==> config.mk <==
export PLATFORM = sky130hd
export DESIGN_NAME = fetch_unit
export DESIGN_NICKNAME = d
export VERILOG_FILES = /design/src/rtl/fetch_unit.sv
export SDC_FILE = /design/constraint.sdc
export NUM_CORES = 1
export LEC_CHECK = 0
export CORE_MARGIN = 8
export CORE_UTILIZATION = 46
export DETAILED_ROUTE_END_ITERATION = 10
export GPL_TIMING_DRIVEN = 0
export PLACE_DENSITY = 0.78
export SYNTH_ARGS = -nofsm -noshare
export SYNTH_HDL_FRONTEND = slang
export SYNTH_SLANG_ARGS = --single-unit
export TNS_END_PERCENT = 1
==> constraint.sdc <==
create_clock -name clk -period 2.18 [get_ports clk]
set_input_delay 0.436 -clock clk [delete_from_list [all_inputs] [get_ports clk]]
set_output_delay 0.436 -clock clk [all_outputs]
set_load 0.03 [all_outputs]
==> src/rtl/fetch_unit.sv <==
// fetch_unit: program counter, opcode/immediate capture, strobe-sequence checker and instruction counter (optional branch trace via FETCH_BRANCH_TRACE_EN)
module fetch_unit #(
  parameter int ADDR_WIDTH = 8,
  parameter int DATA_WIDTH = 8,
  parameter int OP_WIDTH   = 5,
  parameter int CNT_WIDTH  = 16
) (
  input  logic                  clk,
  input  logic                  rst,
  input  logic                  pc_count,
  input  logic                  pc_load,
  input  logic                  opcode_update,
  input  logic                  imm_update,
  input  logic                  err_clr,
  input  logic [DATA_WIDTH-1:0] prog_data,
  output logic [ADDR_WIDTH-1:0] prog_addr,
  output logic [OP_WIDTH-1:0]   opcode,
  output logic [DATA_WIDTH-1:0] imm,
  output logic [CNT_WIDTH-1:0]  inst_count,
  output logic                  seq_err,
`ifdef FETCH_BRANCH_TRACE_EN
  output logic                  pc_wrap,
  input  logic [1:0]            trace_idx,
  output logic [ADDR_WIDTH-1:0] trace_pc
`else
  output logic                  pc_wrap
`endif
);
  typedef enum logic {EXP_OPC, EXP_IMM} chk_t;
  chk_t                  state_q, state_d;
  logic [ADDR_WIDTH-1:0] pc_q, pc_d;
  logic [OP_WIDTH-1:0]   opcode_q, opcode_d;
  logic [DATA_WIDTH-1:0] imm_q, imm_d;
  logic [CNT_WIDTH-1:0]  cnt_q, cnt_d;
  logic                  seq_err_q, seq_err_d, pc_wrap_q, pc_wrap_d;
  logic                  seq_set, wrap_set;
  // checker state register
  always_ff @(posedge clk or posedge rst)
    if (rst) state_q <= EXP_OPC;
    else     state_q <= state_d;
  // checker next state: simultaneous strobes never advance the state
  always_comb
    state_d = (opcode_update && imm_update) ? state_q :
              (state_q == EXP_OPC) ? (opcode_update ? EXP_IMM : EXP_OPC) :
              (imm_update ? EXP_OPC : EXP_IMM);
  // checker output: flag a strobe arriving out of order or both at once
  always_comb
    seq_set = (opcode_update && imm_update) ||
              (state_q == EXP_OPC && imm_update) ||
              (state_q == EXP_IMM && opcode_update);
  // datapath next values; load beats count and uses the already-registered imm
  always_comb begin
    wrap_set  = !pc_load && pc_count && (&pc_q);
    pc_d      = pc_load ? ADDR_WIDTH'(imm_q) : pc_count ? pc_q + ADDR_WIDTH'(1) : pc_q;
    opcode_d  = opcode_update ? prog_data[OP_WIDTH-1:0] : opcode_q;
    imm_d     = imm_update ? prog_data : imm_q;
    cnt_d     = (opcode_update && !(&cnt_q)) ? cnt_q + CNT_WIDTH'(1) : cnt_q;
    seq_err_d = seq_set || (seq_err_q && !err_clr);
    pc_wrap_d = wrap_set || (pc_wrap_q && !err_clr);
  end
  // datapath registers
  always_ff @(posedge clk or posedge rst)
    if (rst) begin
      pc_q      <= '0;
      opcode_q  <= '0;
      imm_q     <= '0;
      cnt_q     <= '0;
      seq_err_q <= 1'b0;
      pc_wrap_q <= 1'b0;
    end else begin
      pc_q      <= pc_d;
      opcode_q  <= opcode_d;
      imm_q     <= imm_d;
      cnt_q     <= cnt_d;
      seq_err_q <= seq_err_d;
      pc_wrap_q <= pc_wrap_d;
    end
  assign prog_addr  = pc_q;
  assign opcode     = opcode_q;
  assign imm        = imm_q;
  assign inst_count = cnt_q;
  assign seq_err    = seq_err_q;
  assign pc_wrap    = pc_wrap_q;
`ifdef FETCH_BRANCH_TRACE_EN
  logic [ADDR_WIDTH-1:0] tr_q [4];
  logic [ADDR_WIDTH-1:0] tr_d [4];
  logic [1:0]            wptr_q, wptr_d;
  // trace write: record the pc being jumped away from, overwriting the oldest entry
  always_comb begin
    tr_d = tr_q;
    if (pc_load) tr_d[wptr_q] = pc_q;
    wptr_d = wptr_q + 2'(pc_load);
  end
  // trace registers
  always_ff @(posedge clk or posedge rst)
    if (rst) begin
      tr_q   <= '{default: '0};
      wptr_q <= '0;
    end else begin
      tr_q   <= tr_d;
      wptr_q <= wptr_d;
    end
  assign trace_pc = tr_q[wptr_q - 2'd1 - trace_idx];
`endif
endmodule

==> impl_metrics.tcl <==
set metrics [dict create \
    crit_path_max_incr_delay_ns 0.42 \
    die_area_mm2 0.006169 \
    p_total_w 0.002208 \
    worstPathRequired_ns 2.36 \
    timing.critical_path.from_type "flip-flop" \
    gp_congestion 0.8031 \
    report.final.setup_viol 0 \
    post_synth_instance_area_mm2 0.001799 \
    cts_tree "done" \
    clock.fmax_ghz 0.5160 \
    initial_core_util_pct 48.42 \
    dominantRegCellSynth "dfrtp_1" \
    rr_startpoint "inst_count[0]" \
    grt_pass1_vias 1503 \
    drtIter0Drc 63 \
    pleak_nw 1.015 \
    insertedDiodeCount 0 \
    worst-path-buf-inv 0 \
    synth_top_area_cell "dfrtp_1" \
    synth_nets 171 \
    topRoutingLayerUsed "met4" \
    timing.final.max_slew_violations 0 \
    path_cells "ha_1 > and4_1 > nand4_1 > nand2_1 > mux2_2" \
    hold_start "opcode[2]" \
    timing_hold_violations_final 0 \
    netlist-cell-type-count 29 \
    overflow 0 \
    portbufs 51 \
    netlist_top_cells_area "dfrtp_1 (56%), mux2_2 (9.4%), xnor2_1 (4.4%)" \
    number_of_antenna_violations_at_the_first_check_in_global_routing 0 \
    cts_hold_repair.buffers 0 \
    fin_nets 228 \
    crit_path_max_fanout 7 \
    dr.pass1.iters 4 \
    cts.htree.levels 2 \
    clock_tree.buffer_depth 2 \
    critical_path.top_delay_family "simple AND/OR/NAND/NOR gates" \
    cts_resized 0 \
    layout_common_cells "clkdlybuf4s50_1 (51), dfrtp_1 (40), nand2_1 (17), mux2_2 (15), nand3_1 (10)" \
    placement_rows 22 \
    postSynthCellCount 154 \
    grt_max_degree 41 \
    dr_total_vias 1391 \
    clk_transition_reported_paths_ns 0.07 \
    ys_ff_latch 40 \
    critical_path_arrival_ns 2.11 \
    hold_path_end "opcode[2]" \
    global_route_wire_length_before_repair_um 7452 \
    cts_setup_buffers 0 \
    grtUsageTotal_pct 15.04 \
    worst-setup-path-type "flip-flop to flip-flop" \
    final_cell_area_mm2 0.002459 \
    detailedPlace.worstSlack_ns -0.01578 \
    layout_commonest_cell "clkdlybuf4s50_1" \
    dpl.cell_count 253 \
    detail_route.wirelength.met1_um 1773 \
    critical_path.reg2reg.endpoint "inst_count[1]" \
    asyncSetResetFlopFracSynth_pct 100.0 \
    cts_root_buf "clkbuf_8" \
    floorplan.die.width_um 78.54 \
    ys.warnings.count 0 \
    chipHeight_um 78.54 \
    holdCritPathClass "flip-flop to flip-flop" \
    worst-slew-pin-transition_ns 0.7933 \
    cts.sink_count 40 \
    synth_edf_count 0 \
    wire_per_inst_um 16.95 \
    drcViolationCount 0 \
    yosys.area.top_type_share_pct 55.63 \
    timing.slew.headroom_pct 47.04 \
    detailed_place.area_mm2 0.002370 \
    fin_worst_hold_slack_ns 0.5085 \
    synth_sequential_area_ratio_pct 55.63 \
    finalClockSkew_ns 0.006208 \
    rsz0062_at_grt "no" \
    postRouteAntennaNets 0 \
    vdd.ir_drop.worst_v 0.0007489 \
    post-dp-hpwl_um 3314 \
    core_region_mm2 0.003716 \
    n_fill_cell 295 \
    worst-r2r-cell-count 5 \
    worst-r2r-setup-slack_ns 0.24 \
    post-route-period-util_pct 88.91 \
    worstHoldPathCells 1 \
    period_minus_slack_ns 1.938 \
    post_route_cells_drive_above_1_share_pct 13.21 \
    post_synth.cell_area_avg_um2 11.68 \
    final_cell_count_no_fill 260 \
    numCtsBuffers 5 \
    setup.worst_path.end_class "flip-flop" \
    detail_route.vias_per_cell 5.350 \
    critical_path_top_delay_cell "dfrtp_1" \
    clkLatencyLatePin_ns 0.29 \
    detail_route.wirelength_um 4407 \
    post-route-worst-setup-slack_ns 0.2418 \
    wl_met3_um 323 \
    outcome "completed" \
    design.portCount 54 \
    area.growth.synth_to_final_pct 36.65 \
    power_per_cell_area_mw_per_mm2 898.1 \
    route.met2.wl_um 2261 \
    timing.max_cap.violations 0 \
]
power breakdown:
part           switching (W)  internal (W)
clock               0.000249      0.000252
combinational       0.000397      0.000321
sequential          0.000135      0.000854
metal layers:
layer / global-route usage (%) / vias up
met5: 0 / -
met4: 3.889 / 0
met3: 5.923 / 6
met2: 26.84 / 44
met1: 16.13 / 677
li1: - / 664
kinds of logic (layout without fill, tap and decap cells):
logic type	after synthesis	in the layout	share of synthesized area [%]
AOI/OAI and AO/OA	17	17	6.328
xor gates and xnor gates	18	18	8.763
adders and majority gates	3	3	1.947
buffers and inverters	10	68	2.086
DFF	40	40	55.63
muxes	17	17	10.50
and+or+nand+nor	49	49	14.74
through the flow:
| step | utilization [%] | setup TNS, ns |
|---|---|---|
| after floorplan | - | 0 |
| after global placement | 63.77 | 0 |
| after detailed placement | 63.77 | -0.01578 |
| after CTS | 66.26 | 0 |
| after global routing | 66.16 | 0 |
| final | 66.16 | 0 |
synthesized netlist by cell type, drive strengths merged (3+ instances only):
cell type  number
mux2           15
and4            4
xnor2           9
inv             5
dfrtp          40
nand2          17
clkbuf          4
nand4           9
o21ai           9
nand3          11
xor2            9
and3            3
flip-flops by register name, summed over array words and instances, names as in the netlist:
register	cells
seq_err	1
opcode	5
imm	8
inst_count	16
state_q	1
prog_addr	8
pc_wrap	1
layout make-up:
class / count / area [um2] / area share (%)
Sequential cell: 40 / 1001 / 40.71
Multi-Input combinational cell: 104 / 760.7 / 30.94
Timing Repair Buffer: 51 / 510.5 / 20.76
Clock buffer: 6 / 82.58 / 3.359
Tap cell: 48 / 60.06 / 2.443
Inverter: 5 / 18.77 / 0.7634
Buffer: 4 / 15.01 / 0.6107
Clock inverter: 2 / 10.01 / 0.4071
worst max path at each step:
| stage | endpoint | depth (start not counted) | startpoint | slack (ns) |
|---|---|---|---|---|
| 2_1_floorplan | inst_count[1] | 6 | inst_count[0] | 0.18 |
| 3_3_place_gp | inst_count[15] | 4 | opcode_update | 0.03 |
| 3_5_place_dp | inst_count[15] | 4 | opcode_update | -0.02 |
| 4_1_cts | inst_count[1] | 6 | inst_count[0] | 0.11 |
| 5_1_grt | inst_count[1] | 5 | inst_count[0] | 0.07 |
| 6_report | inst_count[1] | 5 | inst_count[0] | 0.24 |
Power figures use the tool's default switching activity.
